--- config.mk ---
export PLATFORM = sky130hd
export DESIGN_NAME = regfile_dump_reader
export DESIGN_NICKNAME = d
export VERILOG_FILES = /design/src/rtl/regfile_pkg.sv /design/src/rtl/regfile_dump_buf.sv /design/src/rtl/regfile_dump_reader.sv
export SDC_FILE = /design/constraint.sdc
export NUM_CORES = 1
export LEC_CHECK = 0
export CAP_MARGIN = 20
export CORE_UTILIZATION = 56
export DETAILED_ROUTE_END_ITERATION = 8
export HOLD_SLACK_MARGIN = 0.05
export PLACE_DENSITY = 0.95
export SLEW_MARGIN = 15
export SYNTH_ARGS = -nofsm -noshare
export SYNTH_HDL_FRONTEND = slang
export SYNTH_SLANG_ARGS = --single-unit
--- constraint.sdc ---
create_clock -name clock -period 4.23 [get_ports clock]
set_clock_uncertainty 0.05 [all_clocks]
set_input_delay 1.0575 -clock clock [delete_from_list [all_inputs] [get_ports clock]]
set_output_delay 1.0575 -clock clock [all_outputs]
set_load 0.1 [all_outputs]
--- src/rtl/regfile_pkg.sv ---
// Shared definitions for the register-file dump reader and its skid buffer.
package regfile_pkg;

    localparam int REG_ADDR_W = 4;
    localparam int DATA_W     = 16;
    localparam int NUM_REGS   = 16;
    localparam int COUNT_W    = $clog2(NUM_REGS) + 1;

    typedef enum logic [1:0] {
        IDLE  = 2'd0,
        FETCH = 2'd1,
        DRAIN = 2'd2
    } state_t;

    // One buffered stream word: register index, its value, and end-of-dump flag.
    typedef struct packed {
        logic [REG_ADDR_W-1:0] addr;
        logic [DATA_W-1:0]     data;
        logic                  last;
    } word_t;

endpackage

--- src/rtl/regfile_dump_buf.sv ---
// Two-entry skid buffer: pushes one or two words per cycle, pops one from the head.
module regfile_dump_buf
    import regfile_pkg::*;
(
    input  logic       clock,
    input  logic       reset,
    input  logic [1:0] push_n_i,
    input  word_t      push_w0_i,
    input  word_t      push_w1_i,
    input  logic       pop_i,
    output word_t      head_o,
    output logic [1:0] count_o
);

    word_t      e0_q, e0_d;
    word_t      e1_q, e1_d;
    logic [1:0] cnt_q, cnt_d;

    // Storage and occupancy register.
    always_ff @(posedge clock) begin
        if (reset) begin
            e0_q  <= '0;
            e1_q  <= '0;
            cnt_q <= 2'd0;
        end else begin
            e0_q  <= e0_d;
            e1_q  <= e1_d;
            cnt_q <= cnt_d;
        end
    end

    // Pop shifts the tail forward first, then new words append behind what remains.
    always_comb begin
        e0_d  = e0_q;
        e1_d  = e1_q;
        cnt_d = cnt_q;
        if (pop_i && cnt_q != 2'd0) begin
            e0_d  = e1_q;
            cnt_d = cnt_q - 2'd1;
        end
        if (push_n_i != 2'd0) begin
            if (cnt_d == 2'd0) begin
                e0_d  = push_w0_i;
                e1_d  = push_w1_i;
                cnt_d = push_n_i;
            end else if (cnt_d == 2'd1) begin
                e1_d  = push_w0_i;
                cnt_d = 2'd2;
            end
        end
    end

    assign head_o  = e0_q;
    assign count_o = cnt_q;

endmodule

--- src/rtl/regfile_dump_reader.sv ---
// Streams a contiguous (wrapping) range of register-file entries, two reads per cycle.
//
//   state | meaning
//   IDLE  | waiting for start; num_regs=0 completes immediately
//   FETCH | reading pairs into the skid buffer until all registers captured
//   DRAIN | all captured; emptying buffer until the last word pops
module regfile_dump_reader
    import regfile_pkg::*;
(
    input  logic                  clock,
    input  logic                  reset,
    input  logic                  start,
    input  logic [REG_ADDR_W-1:0] first_reg,
    input  logic [COUNT_W-1:0]    num_regs,
    output logic [REG_ADDR_W-1:0] rf_addr1,
    output logic [REG_ADDR_W-1:0] rf_addr2,
    input  logic [DATA_W-1:0]     rf_rdata1,
    input  logic [DATA_W-1:0]     rf_rdata2,
    output logic                  out_valid,
    input  logic                  out_ready,
    output logic [DATA_W-1:0]     out_data,
    output logic [REG_ADDR_W-1:0] out_addr,
    output logic                  out_last,
    output logic                  busy,
    output logic                  done,
    output logic [DATA_W-1:0]     checksum
);

    state_t                state_q, state_d;
    logic [REG_ADDR_W-1:0] ptr_q, ptr_d;
    logic [COUNT_W-1:0]    remain_q, remain_d;
    logic [DATA_W-1:0]     checksum_q, checksum_d;
    logic                  done_q, done_d;

    logic [1:0]            push_n;
    logic [1:0]            buf_count;
    logic                  pop;
    logic [REG_ADDR_W-1:0] ptr_p1;
    word_t                 head;
    word_t                 push_w0;
    word_t                 push_w1;

    assign ptr_p1  = ptr_q + 4'd1;
    assign push_w0 = '{addr: ptr_q,  data: rf_rdata1, last: (remain_q == 5'd1)};
    assign push_w1 = '{addr: ptr_p1, data: rf_rdata2, last: (remain_q == 5'd2)};
    assign pop     = out_valid & out_ready;

    regfile_dump_buf u_buf (
        .clock     (clock),
        .reset     (reset),
        .push_n_i  (push_n),
        .push_w0_i (push_w0),
        .push_w1_i (push_w1),
        .pop_i     (pop),
        .head_o    (head),
        .count_o   (buf_count)
    );

    // FSM state, read pointer, remaining count, checksum and done pulse.
    always_ff @(posedge clock) begin
        if (reset) begin
            state_q    <= IDLE;
            ptr_q      <= '0;
            remain_q   <= '0;
            checksum_q <= '0;
            done_q     <= 1'b0;
        end else begin
            state_q    <= state_d;
            ptr_q      <= ptr_d;
            remain_q   <= remain_d;
            checksum_q <= checksum_d;
            done_q     <= done_d;
        end
    end

    // Next-state, capture decision and read-address drive.
    always_comb begin
        state_d    = state_q;
        ptr_d      = ptr_q;
        remain_d   = remain_q;
        checksum_d = checksum_q;
        done_d     = 1'b0;
        push_n     = 2'd0;
        rf_addr1   = '0;
        rf_addr2   = '0;
        if (pop) begin
            checksum_d = checksum_q + head.data;
        end
        case (state_q)
            IDLE: begin
                if (start) begin
                    checksum_d = '0;
                    if (num_regs == 5'd0) begin
                        done_d = 1'b1;
                    end else begin
                        state_d  = FETCH;
                        ptr_d    = first_reg;
                        remain_d = num_regs;
                    end
                end
            end
            FETCH: begin
                rf_addr1 = ptr_q;
                rf_addr2 = ptr_p1;
                // Capture only into an empty buffer, or one emptying this cycle.
                if (buf_count == 2'd0 || (buf_count == 2'd1 && pop)) begin
                    push_n   = (remain_q >= 5'd2) ? 2'd2 : 2'd1;
                    ptr_d    = ptr_q + {2'b00, push_n};
                    remain_d = remain_q - {3'b000, push_n};
                    if (remain_d == 5'd0) begin
                        state_d = DRAIN;
                    end
                end
            end
            DRAIN: begin
                if (pop && head.last) begin
                    state_d = IDLE;
                    done_d  = 1'b1;
                end
            end
            default: state_d = IDLE;
        endcase
    end

    assign out_valid = (buf_count != 2'd0);
    assign out_data  = head.data;
    assign out_addr  = head.addr;
    assign out_last  = out_valid & head.last;
    assign busy      = (state_q != IDLE);
    assign done      = done_q;
    assign checksum  = checksum_q;

endmodule
After elaboration in Yosys (flattened, before gate mapping)
Index checks and enable logic that the tools add are counted.
{ "totals": {"output_inout_bits": 48, "latchBits": 0, "reg_bits": 72, "memories": 0, "ram_bits": 0, "rom_bits": 0, "word_cells": 83} }
{ "classes": {"mux": 35, "n_reduce_logical": 17, "mul": 0, "addsub": 5, "div": 0, "bitwise": 2, "shifts": 0, "eq_ne": 11, "n_lt_le_gt_ge": 1} }
{ "ops": {"columns": ["operator", "n"], "rows": [
  ["$mux 21", 5],
  ["$mux 16", 3],
  ["$mux 2", 12],
  ["$mux 4", 5],
  ["$add 16x16->16", 1],
  ["$mux 5", 3],
  ["$logic_not 5->1", 2],
  ["$ne 2x2->1 const B", 5],
  ["$pmux 5 s2", 1],
  ["$reduce_bool 2->1", 5],
  ["$pmux 4 s2", 1],
  ["$eq 2x1->1 const B", 3],
  ["$logic_not 2->1", 3],
  ["$pmux 2 s3", 1],
  ["$eq 5x1->1 const B", 1],
  ["$eq 5x2->1 const B", 1],
  ["$ge 5x2->1 const B", 1],
  ["$reduce_and 5->1", 1],
  ["$sub 5x2->5", 1],
  ["$add 4x1->4 const B", 1],
  ["$add 4x2->4", 1],
  ["$reduce_and 4->1", 1],
  ["$logic_and 1x1->1", 3],
  ["$mux 1", 3],
  ["other kinds (6)", 7]
]} }

Depth between registers and ports, before layout
Gate-level depths: netlist of the first run.
{ "logic_depth": {"depth_word": 8, "depth_mapped": 11} }

Modules after synthesis
A second synthesis of the first run with hierarchy kept.
{ "unflattened": {"hier_cells": 530, "hier_area_um2": 4446.8} }
{ "modules_own_cells": {"columns": ["mod", "area_each_um2", "cells_per_inst", "instances"], "rows": [
  ["regfile_dump_reader", 2303.5, 295, 1],
  ["regfile_dump_buf", 2143.3, 235, 1]
]} }

Worst setup path after synthesis of the first run
Ideal clock, no wire load.
{ "synth_path": {"path_type": "reg-to-output", "from": "register state_q[1]", "to": "output port rf_addr2[2]", "stages_incl_launch_ff": 6, "path_slack_ns": 0.918, "n_path_buf": 3, "arrival_ns": 2.205, "t_required_ns": 3.123, "path_cell_list": "dfxtp_1 buf_2 nand2b_1 clkbuf_1 clkbuf_1 nor2_1"} }
{ "synth_between": {"elab_chain_cells": 2} }
{ "synth_rtl": {"columns": ["element", "line", "rtl"], "rows": [
  ["start, declared", "regfile_dump_reader.sv:29", "state_t state_q, state_d;"],
  ["start signal, assigned", "regfile_dump_reader.sv:68", "state_q <= state_d;"],
  ["$eq 2x1->1", "regfile_dump_reader.sv:89", "case (state_q)"],
  ["$mux 4", "regfile_dump_reader.sv:89", null],
  ["end, declared", "regfile_dump_reader.sv:16", "output logic [REG_ADDR_W-1:0] rf_addr2,"]
]} }
No other way between the ends.

Worst setup path after layout of the first run
{ "layout_path": {"from": "register state_q[0]", "to": "output port busy"} }
{ "layout_between": {"elab_chain_cells": 1} }
{ "layout_rtl": {"columns": ["element", "line", "rtl"], "rows": [
  ["$reduce_bool 2->1", "regfile_dump_reader.sv:129", "assign busy = (state_q != IDLE);"],
  ["end, declared", "regfile_dump_reader.sv:24", "output logic busy,"]
]} }
No other way between the ends.

==> load_flow_metrics.sql, run 1 <==
INSERT INTO impl_metrics (metric_group, metric, value, unit) VALUES
('worst_setup_path', 'ff2ff_path_depth', '9', ''),
('global_route', 'grt_remaining_overflow', '0', ''),
('outcome', 'outcome', 'finished, final reports clean', ''),
('worst_hold_path', 'hold_path_startpoint', 'u_buf.e1_q[9]', ''),
('sta', 'finalMaxSlewViolations', '0', ''),
('cells_and_area', 'fin_nets', '686', ''),
('floorplan', 'floorplan.die_area', '8230', 'um2'),
('sta', 'tightestPinTransition', '1.05', 'ns'),
('worst_setup_path', 'crit_buf_inv', '2', ''),
('placed_design', 'gpl.final_weighted_congestion', '0.923', ''),
('worst_setup_path', 'worst-endpoint-arrival', '2.25', 'ns'),
('power_and_ir_drop', 'sw_frac_of_total', '49.5', '%'),
('logic_synthesis', 'synth.cell_area', '4410', 'um2'),
('worst_setup_path', 'critical_path.reg2reg.endpoint', 'u_buf.e1_q[0]', ''),
('clock_network', 'number_of_cts_inserted_buffers', '9', ''),
('worst_setup_path', 'family_of_cells_with_the_greatest_summed_delay_on_the_critical_path', 'buffers and inverters', ''),
('logic_synthesis', 'netlist_top_cells_area', 'sky130_fd_sc_hd__dfxtp_1, sky130_fd_sc_hd__nand2_1, sky130_fd_sc_hd__ha_1', ''),
('detailed_routing', 'drt_iter0_markers', '333', ''),
('sta', 'report.final.hold_viol_count', '0', ''),
('worst_hold_path', 'holdCritPathClass', 'reg -> reg', ''),
('clock_network', 'ctsHoldBuffers', '0', ''),
('power_and_ir_drop', 'power_per_cell_area', '657', 'nW/um2'),
('clock_network', 'ctsResizeCount', '0', ''),
('cells_and_area', 'instances_no_fill', '720', ''),
('sta', 'worst_case_headroom_to_the_max_slew_limit', '30.0', '%'),
('power_and_ir_drop', 'p_leak', '2.07', 'nW'),
('sta', 'timing.final.crit_period', '3.36', 'ns'),
('clock_network', 'ctsHtreeMaxLevel', '3', ''),
('global_route', 'number_of_global_route_vias_before_repair', '4299', ''),
('logic_synthesis', 'syn_nets', '634', ''),
('floorplan', 'effective_utilization_at_floorplan', '59.2', '%'),
('worst_hold_path', 'min_path_cells', '2', ''),
('worst_setup_path', 'highest_delay_cell_along_the_critical_path', 'sky130_fd_sc_hd__clkdlybuf4s50_1', ''),
('global_route', 'grt_first_pass_wirelength', '20200', 'um'),
('logic_synthesis', 'ys_seq_elements', '72', ''),
('clock_network', 'post_cts.repair.setup_buffers', '0', ''),
('floorplan', 'design.core.area', '7450', 'um2'),
('floorplan', 'die_w', '90.7', 'um'),
('logic_synthesis', 'netlist-cell-type-count', '59', ''),
('worst_setup_path', 'crit_required', '3.12', 'ns'),
('logic_synthesis', 'yosys.area.top_type_share', '32.7', '%'),
('worst_setup_path', 'crit_path_cell_trace', 'nor2_1 -> inv_1 -> clkdlybuf4s50_1', ''),
('detailed_routing', 'routed_wire_length_per_instance', '16.8', 'um'),
('logic_synthesis', 'netlist.top_cell.by_area', 'sky130_fd_sc_hd__dfxtp_1', ''),
('detailed_routing', 'detailedRoute.firstPassIterationCount', '5', ''),
('sta', 'fin_setup_tns', '0', 'ns'),
('power_and_ir_drop', 'vdd_drop_max', '526', 'uV'),
('cells_and_area', 'area_growth_syn_to_layout', '22.6', '%'),
('cells_and_area', 'n_antenna_cell', '0', ''),
('logic_synthesis', 'number_of_synthesized_flops_with_an_enable_pin', '0', ''),
('logic_synthesis', 'syn_area_per_cell', '7.81', 'um2'),
('global_route', 'global_router_s_overall_resource_usage', '30.5', '%'),
('sta', 'fmax', '0.298', 'GHz'),
('clock_network', 'clock_insertion_delay_worst_skew', '0.36', 'ns'),
('global_route', 'grt.busiest_layer', 'met2', ''),
('cells_and_area', 'final_common_cell', 'sky130_fd_sc_hd__nand2_1', ''),
('clock_network', 'tritoncts', 'yes', ''),
('global_route', 'grtUsageMet1', '35.5', '%'),
('sta', 'finalSetupViolations', '0', ''),
('detailed_routing', 'drt_drc_violations_left', '0', ''),
('job', 'number_of_max_cap_violations', '0', ''),
('clock_network', 'clock_sinks', '72', ''),
('logic_synthesis', 'ys_async_sr_fraction', '0', '%'),
('clock_network', 'clockRootBuffer', 'sky130_fd_sc_hd__clkbuf_8', ''),
('power_and_ir_drop', 'seq_power_share', '27.7', '%'),
('global_route', 'globalRouteMet2Util', '53.8', '%'),
('clock_network', 'cts.reportedPaths.clkPinSlew', '0.07', 'ns'),
('power_and_ir_drop', 'p_sw', '1.76', 'mW'),
('detailed_routing', 'finalWirelength', '12100', 'um'),
('power_and_ir_drop', 'combinational_group_share_of_total_power', '52.9', '%'),
('global_route', 'met3_layer_usage_reported_by_global_route', '6.57', '%');
## synthesized netlist by cell type, drive strengths merged (2+ instances only)
master,n
a211oi,8
a21o,11
a21oi,43
a22oi,2
a311oi,29
a31oi,6
and2,8
and3,2
and4,3
buf,43
clkbuf,17
dfxtp,72
fa,3
ha,22
inv,16
mux2i,3
nand2,108
nand2b,5
nand3,12
nand4,3
nor2,54
nor2b,3
nor3,11
nor4,3
nor4b,2
o211ai,3
o21a,2
o21ai,21
o221ai,12
o22a,2
o31ai,3
or3,2
or4,2
xnor2,12
xor2,6
## metal layers
layer | routed length (um) | part of all wire (%)
met1 | 4680 | 39
met3 | 861 | 7.1
met4 | 322 | 2.7
met2 | 6250 | 52
met5 | 0 | 0
## cell type report
class,count,area share (%)
Clock buffer,11,2.80
Tap cell,99,2.29
Sequential cell,72,26.7
Multi-Input combinational cell,416,47.5
Timing Repair Buffer,101,17.7
Clock inverter,5,1.90
Inverter,16,1.11
## how the worst max path moves through the flow
stage	startpoint	end	slack [ns]	cells past startpoint
floorplan	state_q[1]	rf_addr2[2]	0.92	5
global placement	out_ready	u_buf.head_o[2]	0.76	7
detailed placement	out_ready	u_buf.head_o[4]	0.64	7
CTS	state_q[0]	busy	0.87	3
global route	out_ready	u_buf.e1_q[0]	0.75	8
finish	state_q[0]	busy	0.87	3
## stage by stage
step / util, % / worst slack, ns / power [mW] / hold slack [ns] / area [um2]
CTS: 72.6 / 0.869 / 3.52 / 0.404 / 5400
global placement: 69.2 / 0.763 / 2.76 / 0.390 / 5150
floorplan: - / 0.918 / 2.48 / 0.382 / 4410
detailed placement: 69.2 / 0.636 / 2.84 / 0.393 / 5150
finish: 72.6 / 0.870 / 3.55 / 0.404 / 5400
global route: 72.6 / 0.749 / 3.73 / 0.429 / 5400
## power by group through the flow
stage	clock network (mW)	logic (mW)	registers [mW]
after detailed placement	0	1.84	0.991
after global routing	0.723	2.01	1.00
final	0.689	1.88	0.983
after global placement	0	1.78	0.983
after CTS	0.688	1.86	0.978
after floorplan	0	1.49	0.998
## state kept, by name, indices dropped and copies added, names as in the netlist
register	cells
checksum	16
done	1
ptr_q	4
remain_q	5
state_q	2
u_buf.count_o	2
u_buf.e1_q	21
u_buf.head_o	21
## kinds of logic (layout without fill, tap and decap cells)
| group | after synthesis | count (layout) | share of synthesized area (%) |
|---|---|---|---|
| adders and majority gates | 25 | 25 | 7.61 |
| buffers and inverters | 76 | 133 | 9.11 |
| and+or+nand+nor | 220 | 220 | 22.2 |
| AOI/OAI and AO/OA | 150 | 150 | 24.1 |
| DFF | 72 | 72 | 32.7 |
| muxes | 3 | 3 | 0.681 |
| xor gates and xnor gates | 18 | 18 | 3.58 |
## worst min-delay path, stage by stage (launching register included)
cell and delay (ns):
sky130_fd_sc_hd__dfxtp_1 0.31, sky130_fd_sc_hd__nand2_1 0.05, sky130_fd_sc_hd__a21oi_1 0.05
Note: power is estimated with default switching activity, not from simulation.
==> inputs of run 2 (changes only) <==
Settings changed: CORE_UTILIZATION 56 to 47, PLACE_DENSITY 0.95 to 0.88.
Clock period 4.23 ns to 2.95 ns, I/O delays scaled along.
==> load_flow_metrics.sql, run 2 (synthesis results as in run 1) <==
INSERT INTO impl_metrics (metric_group, metric, value, unit) VALUES
('global_route', 'grt_first_pass_wirelength', '19300', 'um'),
('clock_network', 'ctsHoldBuffers', '0', ''),
('power_and_ir_drop', 'vdd_drop_max', '522', 'uV'),
('outcome', 'outcome', 'finished, final reports clean', ''),
('power_and_ir_drop', 'p_leak', '2.17', 'nW'),
('clock_network', 'ctsHtreeMaxLevel', '3', ''),
('worst_hold_path', 'hold_path_startpoint', 'u_buf.e1_q[1]', ''),
('worst_setup_path', 'rr_startpoint', 'u_buf.head_o[1]', ''),
('floorplan', 'effective_utilization_at_floorplan', '49.6', '%'),
('sta', 'report.final.hold_viol_count', '0', ''),
('clock_network', 'post_cts.repair.setup_buffers', '0', ''),
('detailed_routing', 'finalWirelength', '11800', 'um'),
('worst_setup_path', 'critPathLaunchType', 'primary input', ''),
('floorplan', 'die_w', '98.8', 'um'),
('global_route', 'grt_remaining_overflow', '0', ''),
('worst_setup_path', 'critical_path.reg2reg.endpoint', 'checksum[14]', ''),
('worst_setup_path', 'critPathMaxFanout', '20', ''),
('sta', 'tightestPinTransition', '0.962', 'ns'),
('cells_and_area', 'n_antenna_cell', '0', ''),
('floorplan', 'floorplan.io_pins', '93', ''),
('power_and_ir_drop', 'sw_frac_of_total', '50.6', '%'),
('clock_network', 'cts.reportedPaths.clkPinSlew', '0.08', 'ns'),
('global_route', 'number_of_global_route_vias_before_repair', '4178', ''),
('floorplan', 'floorplan.die_area', '9770', 'um2'),
('power_and_ir_drop', 'power.total', '4.96', 'mW'),
('clock_network', 'tritoncts', 'yes', ''),
('power_and_ir_drop', 'p_int', '2.45', 'mW'),
('detailed_routing', 'antenna_violating_nets_post_route', '0', ''),
('sta', 'fin_setup_tns', '0', 'ns'),
('cells_and_area', 'top_library_cells_by_usage_in_the_layout_fill_and_taps_aside', 'sky130_fd_sc_hd__nand2_1, sky130_fd_sc_hd__dfxtp_1, sky130_fd_sc_hd__buf_4', ''),
('clock_network', 'clock_insertion_delay_worst_skew', '0.34', 'ns'),
('power_and_ir_drop', 'p_sw', '2.51', 'mW'),
('worst_setup_path', 'timing_worst_setup_path_type', 'in -> reg', ''),
('detailed_routing', 'post_drt_via_cell_ratio', '6.01', ''),
('worst_setup_path', 'ff2ff_path_depth', '8', ''),
('cells_and_area', 'filler_cell_count', '741', ''),
('sta', 'fmax', '0.397', 'GHz'),
('sta', 'timing.final.crit_period', '2.52', 'ns'),
('power_and_ir_drop', 'clock_power_share', '17.1', '%'),
('detailed_routing', 'detailedRoute.firstPassIterationCount', '5', ''),
('worst_hold_path', 'holdCritPathClass', 'reg -> reg', ''),
('floorplan', 'design.core.area', '8890', 'um2'),
('floorplan', 'die_ht', '98.8', 'um'),
('power_and_ir_drop', 'power_per_cell_area', '915', 'nW/um2'),
('worst_setup_path', 'timing.reg2reg.setup_slack', '0.56', 'ns'),
('worst_hold_path', 'min_delay_worst_endpoint', 'u_buf.e1_q[1]', ''),
('power_and_ir_drop', 'combinational_group_share_of_total_power', '54.6', '%'),
('clock_network', 'number_of_cts_inserted_buffers', '9', ''),
('detailed_routing', 'drt_drc_violations_left', '0', ''),
('worst_setup_path', 'kind_of_end_point_of_the_critical_path', 'flip-flop', ''),
('sta', 'finalMaxSlewViolations', '0', ''),
('detailed_routing', 'drt_iter0_markers', '277', ''),
('sta', 'rsz_0062_raised_after_global_routing', 'no', ''),
('global_route', 'global_router_s_overall_resource_usage', '24.6', '%'),
('clock_network', 'ctsLongestPathBuffers', '2', ''),
('sta', 'layout_worst_path_cycle_share', '85.4', '%'),
('job', 'number_of_max_cap_violations', '0', ''),
('detailed_routing', 'detailroute.via_count', '4409', ''),
('cells_and_area', 'area_growth_syn_to_layout', '22.9', '%'),
('cells_and_area', 'drive_above_1_share', '15.5', '%'),
('sta', 'finalSetupViolations', '0', ''),
('sta', 'worst_case_headroom_to_the_max_slew_limit', '35.6', '%'),
('cells_and_area', 'final_common_cell', 'sky130_fd_sc_hd__nand2_1', ''),
('global_route', 'largest_net_degree_at_the_start_of_global_routing', '38', ''),
('global_route', 'antenna_found_initial', '0', ''),
('clock_network', 'ctsResizeCount', '0', ''),
('worst_hold_path', 'min_path_cells', '2', ''),
('power_and_ir_drop', 'seq_power_share', '28.4', '%'),
('cells_and_area', 'fin_nets', '692', ''),
('floorplan', 'number_of_rows_in_the_core_area', '34', ''),
('clock_network', 'clockRootBuffer', 'sky130_fd_sc_hd__clkbuf_8', ''),
('clock_network', 'clock_sinks', '72', ''),
('detailed_routing', 'routed_wire_length_per_instance', '16.0', 'um'),
('worst_setup_path', 'crit_required', '3.17', 'ns'),
('worst_setup_path', 'worst-endpoint-arrival', '2.74', 'ns'),
('placed_design', 'hpwl', '8660', 'um'),
('placed_design', 'port-buffer-count', '92', ''),
('cells_and_area', 'post-route-util', '60.9', '%'),
('placed_design', 'gpl.final_weighted_congestion', '0.901', '');
==> run 2: cell count changes in the layout (fill, tap and decap cells not counted) <==
| cell | delta |
|---|---|
| sky130_fd_sc_hd__buf_4 | +37 |
| sky130_fd_sc_hd__bufinv_16 | -1 |
| sky130_fd_sc_hd__clkdlybuf4s50_1 | -38 |
| sky130_fd_sc_hd__nor2b_2 | +1 |
| sky130_fd_sc_hd__clkinv_2 | +1 |
| sky130_fd_sc_hd__xnor2_2 | +1 |
| sky130_fd_sc_hd__buf_12 | +7 |
| sky130_fd_sc_hd__clkinvlp_4 | +1 |
| sky130_fd_sc_hd__nor2b_1 | -1 |
| sky130_fd_sc_hd__clkbuf_8 | -2 |
| sky130_fd_sc_hd__xnor2_1 | -1 |
==> run 2: worst max path at each step <==
stage / startpoint / end / cells after the start
2_1_floorplan: state_q[1] / rf_addr2[2] / 5
3_3_place_gp: out_ready / u_buf.e1_q[7] / 5
3_5_place_dp: out_ready / u_buf.e1_q[9] / 5
4_1_cts: u_buf.count_o[0] / out_last / 4
5_1_grt: out_ready / u_buf.e1_q[7] / 5
6_report: out_ready / u_buf.e1_q[7] / 5
==> run 2: metrics by stage <==
step / setup WS, ns / hold slack, ns / area (um2) / cells
CTS: 0.437 / 0.404 / 5420 / 734
global route: 0.300 / 0.422 / 5420 / 734
detailed placement: 0.114 / 0.393 / 5210 / 719
floorplan: -0.0423 / 0.382 / 4410 / 564
finish: 0.431 / 0.406 / 5420 / 734
global placement: 0.196 / 0.388 / 5210 / 719
==> run 2: area by class of cell <==
class	instances	area [um2]	share of cell area (%)
clock buffers	9	124	2.29
repair buffers	107	996	18.4
multi-input cells	416	2580	47.6
well taps	108	135	2.49
inverters	16	60.1	1.11
clock inverters	6	85.1	1.57
flip-flops and latches	72	1440	26.6
==> run 2: per-layer routing <==
layer	track usage [%]	wire, um	vias up
li1	-	-	2101
met1	29.5	4890	2092
met2	43.4	5840	187
met3	5.18	746	29
met4	8.38	293	0
met5	0	0	-
==> run 2: worst max-delay path: stages <==
cell and delay, ns:
sky130_fd_sc_hd__clkdlybuf4s50_1 0.51, sky130_fd_sc_hd__nor2b_2 0.26, sky130_fd_sc_hd__xnor2_2 0.76, sky130_fd_sc_hd__o221ai_1 0.28
sky130_fd_sc_hd__a21oi_1 0.19
==> run 2: power groups by stage <==
stage / logic, mW / registers [mW] / clock network [mW]
after global routing: 2.89 / 1.44 / 0.899
after floorplan: 2.13 / 1.43 / 0
final: 2.71 / 1.41 / 0.845
after CTS: 2.69 / 1.40 / 0.856
after detailed placement: 2.68 / 1.42 / 0
after global placement: 2.61 / 1.41 / 0
==> inputs of run 3 (changes only) <==
--- a/constraint.sdc
+++ b/constraint.sdc
@@ -4,2 +4,2 @@
 set_output_delay 0.7375 -clock clock [all_outputs]
-set_load 0.1 [all_outputs]
+set_load 0.01 [all_outputs]
==> load_flow_metrics.sql, run 3 (synthesis results as in run 1) <==
INSERT INTO impl_metrics (metric_group, metric, value, unit) VALUES
('detailed_routing', 'finalWirelength', '12000', 'um'),
('floorplan', 'die_w', '98.8', 'um'),
('global_route', 'number_of_global_route_vias_before_repair', '4174', ''),
('floorplan', 'floorplan.io_pins', '93', ''),
('worst_setup_path', 'kind_of_end_point_of_the_critical_path', 'output port', ''),
('cells_and_area', 'area_growth_syn_to_layout', '24.4', '%'),
('job', 'number_of_max_cap_violations', '0', ''),
('power_and_ir_drop', 'combinational_group_share_of_total_power', '46.3', '%'),
('global_route', 'largest_net_degree_at_the_start_of_global_routing', '56', ''),
('worst_setup_path', 'family_of_cells_with_the_greatest_summed_delay_on_the_critical_path', 'buffers and inverters', ''),
('power_and_ir_drop', 'p_int', '2.46', 'mW'),
('sta', 'tightestPinTransition', '0.950', 'ns'),
('floorplan', 'number_of_rows_in_the_core_area', '34', ''),
('power_and_ir_drop', 'vdd_drop_max', '403', 'uV'),
('worst_setup_path', 'worst-endpoint-arrival', '2.07', 'ns'),
('sta', 'fin_setup_tns', '0', 'ns'),
('cells_and_area', 'n_antenna_cell', '0', ''),
('power_and_ir_drop', 'power_per_cell_area', '757', 'nW/um2'),
('cells_and_area', 'fin_nets', '695', ''),
('cells_and_area', 'top_library_cells_by_usage_in_the_layout_fill_and_taps_aside', 'sky130_fd_sc_hd__nand2_1, sky130_fd_sc_hd__clkdlybuf4s50_1, sky130_fd_sc_hd__dfxtp_1', ''),
('detailed_routing', 'detailedRoute.firstPassIterationCount', '5', ''),
('detailed_routing', 'antenna_violating_nets_post_route', '0', ''),
('clock_network', 'clock_insertion_delay_worst_skew', '0.36', 'ns'),
('power_and_ir_drop', 'p_leak', '2.07', 'nW'),
('worst_setup_path', 'timing_worst_setup_path_type', 'reg -> out', ''),
('sta', 'finalSetupViolations', '0', ''),
('worst_setup_path', 'crit_path_cell_trace', 'inv_1 -> ha_1 -> nor2b_2 -> clkdlybuf4s50_1', ''),
('global_route', 'global_router_s_overall_resource_usage', '25.0', '%'),
('global_route', 'antenna_found_initial', '0', ''),
('clock_network', 'clock_sinks', '72', ''),
('worst_hold_path', 'holdCritPathClass', 'reg -> reg', ''),
('worst_setup_path', 'critical_path.reg2reg.endpoint', 'u_buf.e1_q[8]', ''),
('global_route', 'grt_remaining_overflow', '0', ''),
('sta', 'layout_worst_path_cycle_share', '96.8', '%'),
('power_and_ir_drop', 'clock_power_share', '19.8', '%'),
('worst_setup_path', 'critical_path.max_stage_delay', '0.57', 'ns'),
('clock_network', 'clockRootBuffer', 'sky130_fd_sc_hd__clkbuf_8', ''),
('detailed_routing', 'drt_iter0_markers', '212', ''),
('clock_network', 'tritoncts', 'yes', ''),
('detailed_routing', 'post_drt_via_cell_ratio', '5.96', ''),
('worst_setup_path', 'rr_startpoint', 'u_buf.count_o[0]', ''),
('power_and_ir_drop', 'seq_power_share', '33.8', '%'),
('worst_setup_path', 'ff2ff_path_depth', '8', ''),
('floorplan', 'design.core.area', '8890', 'um2'),
('sta', 'fmax', '0.350', 'GHz'),
('floorplan', 'effective_utilization_at_floorplan', '49.6', '%'),
('worst_hold_path', 'min_delay_worst_endpoint', 'u_buf.e1_q[10]', ''),
('global_route', 'grt_first_pass_wirelength', '19600', 'um'),
('worst_setup_path', 'highest_delay_cell_along_the_critical_path', 'sky130_fd_sc_hd__clkdlybuf4s50_1', ''),
('sta', 'rsz_0062_raised_after_global_routing', 'no', ''),
('detailed_routing', 'routed_wire_length_per_instance', '16.3', 'um'),
('sta', 'finalMaxSlewViolations', '0', ''),
('clock_network', 'ctsLongestPathBuffers', '2', ''),
('clock_network', 'post_cts.repair.setup_buffers', '0', ''),
('worst_setup_path', 'crit_buf_inv', '2', ''),
('clock_network', 'cts.reportedPaths.clkPinSlew', '0.08', 'ns'),
('placed_design', 'gpl.final_weighted_congestion', '0.931', ''),
('clock_network', 'ctsResizeCount', '0', ''),
('worst_hold_path', 'hold_path_startpoint', 'u_buf.e1_q[10]', ''),
('detailed_routing', 'drt_drc_violations_left', '0', ''),
('cells_and_area', 'drive_above_1_share', '8.25', '%'),
('sta', 'timing.final.crit_period', '2.86', 'ns'),
('worst_setup_path', 'critPathLaunchType', 'flip-flop', ''),
('cells_and_area', 'post-route-util', '61.7', '%'),
('placed_design', 'hpwl', '8730', 'um'),
('worst_setup_path', 'timing.reg2reg.setup_slack', '0.47', 'ns'),
('sta', 'report.final.hold_viol_count', '0', ''),
('floorplan', 'floorplan.die_area', '9770', 'um2'),
('worst_setup_path', 'critPathMaxFanout', '6', ''),
('worst_setup_path', 'crit_required', '2.16', 'ns'),
('floorplan', 'die_ht', '98.8', 'um'),
('detailed_routing', 'detailroute.via_count', '4398', ''),
('power_and_ir_drop', 'sw_frac_of_total', '40.7', '%'),
('clock_network', 'ctsHtreeMaxLevel', '3', ''),
('sta', 'hold_ws', '0.406', 'ns'),
('placed_design', 'port-buffer-count', '92', ''),
('worst_hold_path', 'min_path_cells', '2', ''),
('clock_network', 'number_of_cts_inserted_buffers', '9', ''),
('outcome', 'outcome', 'finished, final reports clean', ''),
('power_and_ir_drop', 'p_sw', '1.69', 'mW'),
('power_and_ir_drop', 'power.total', '4.15', 'mW'),
('clock_network', 'ctsHoldBuffers', '0', ''),
('cells_and_area', 'final_common_cell', 'sky130_fd_sc_hd__nand2_1', ''),
('sta', 'worst_case_headroom_to_the_max_slew_limit', '36.3', '%');
## run 3: area by class of cell
type                    instances  area (um2)
clock inverters                 4        52.6
clock buffers                  12         155
fillers                       749        3410
multi-input cells             416        2580
well taps                     108         135
repair buffers                110        1060
flip-flops and latches         72        1440
inverters                      16        60.1
## run 3: worst reg2reg max path, stage by stage (launching register included)
cell and delay (ns):
sky130_fd_sc_hd__dfxtp_1 0.47, sky130_fd_sc_hd__inv_1 0.13, sky130_fd_sc_hd__ha_1 0.31, sky130_fd_sc_hd__nand2b_1 0.34, sky130_fd_sc_hd__a21oi_2 0.24, sky130_fd_sc_hd__and2_1 0.17
sky130_fd_sc_hd__buf_4 0.26, sky130_fd_sc_hd__nor2_1 0.08, sky130_fd_sc_hd__a311oi_1 0.32
## run 3: worst max path at each step
stage / slack (ns) / cells after the start / from / endpoint
2_1_floorplan: 0.39 / 9 / remain_q[2] / state_q[0]
3_3_place_gp: 0.18 / 5 / out_ready / u_buf.e1_q[15]
3_5_place_dp: 0.05 / 5 / out_ready / u_buf.e1_q[11]
4_1_cts: 0.03 / 4 / u_buf.count_o[0] / out_last
5_1_grt: 0.03 / 4 / u_buf.count_o[0] / out_last
6_report: 0.09 / 4 / u_buf.count_o[0] / out_last
## run 3: per-stage QoR
step / worst slack [ns] / instance area (um2) / std cells
global route: 0.0303 / 5480 / 738
floorplan: 0.393 / 4410 / 564
finish: 0.0940 / 5480 / 738
CTS: 0.0291 / 5480 / 738
global placement: 0.180 / 5270 / 722
detailed placement: 0.0537 / 5270 / 722
## run 3: per-layer routing
layer,wire (um),track usage (%),share of wire (%),vias to the layer above
met3,847,5.46,7.1,34
met5,0,0,0,-
met4,343,10.6,2.9,0
met2,6000,44.0,50,190
met1,4820,29.3,40,2062
li1,-,-,-,2112
## run 3: power groups by stage
stage | Sequential [mW] | Clock (mW) | Combinational [mW]
4_1_cts | 1.40 | 0.834 | 1.91
5_1_grt | 1.44 | 0.880 | 2.09
3_5_place_dp | 1.42 | 0 | 1.89
3_3_place_gp | 1.41 | 0 | 1.81
6_report | 1.40 | 0.823 | 1.92
2_1_floorplan | 1.35 | 0 | 1.37
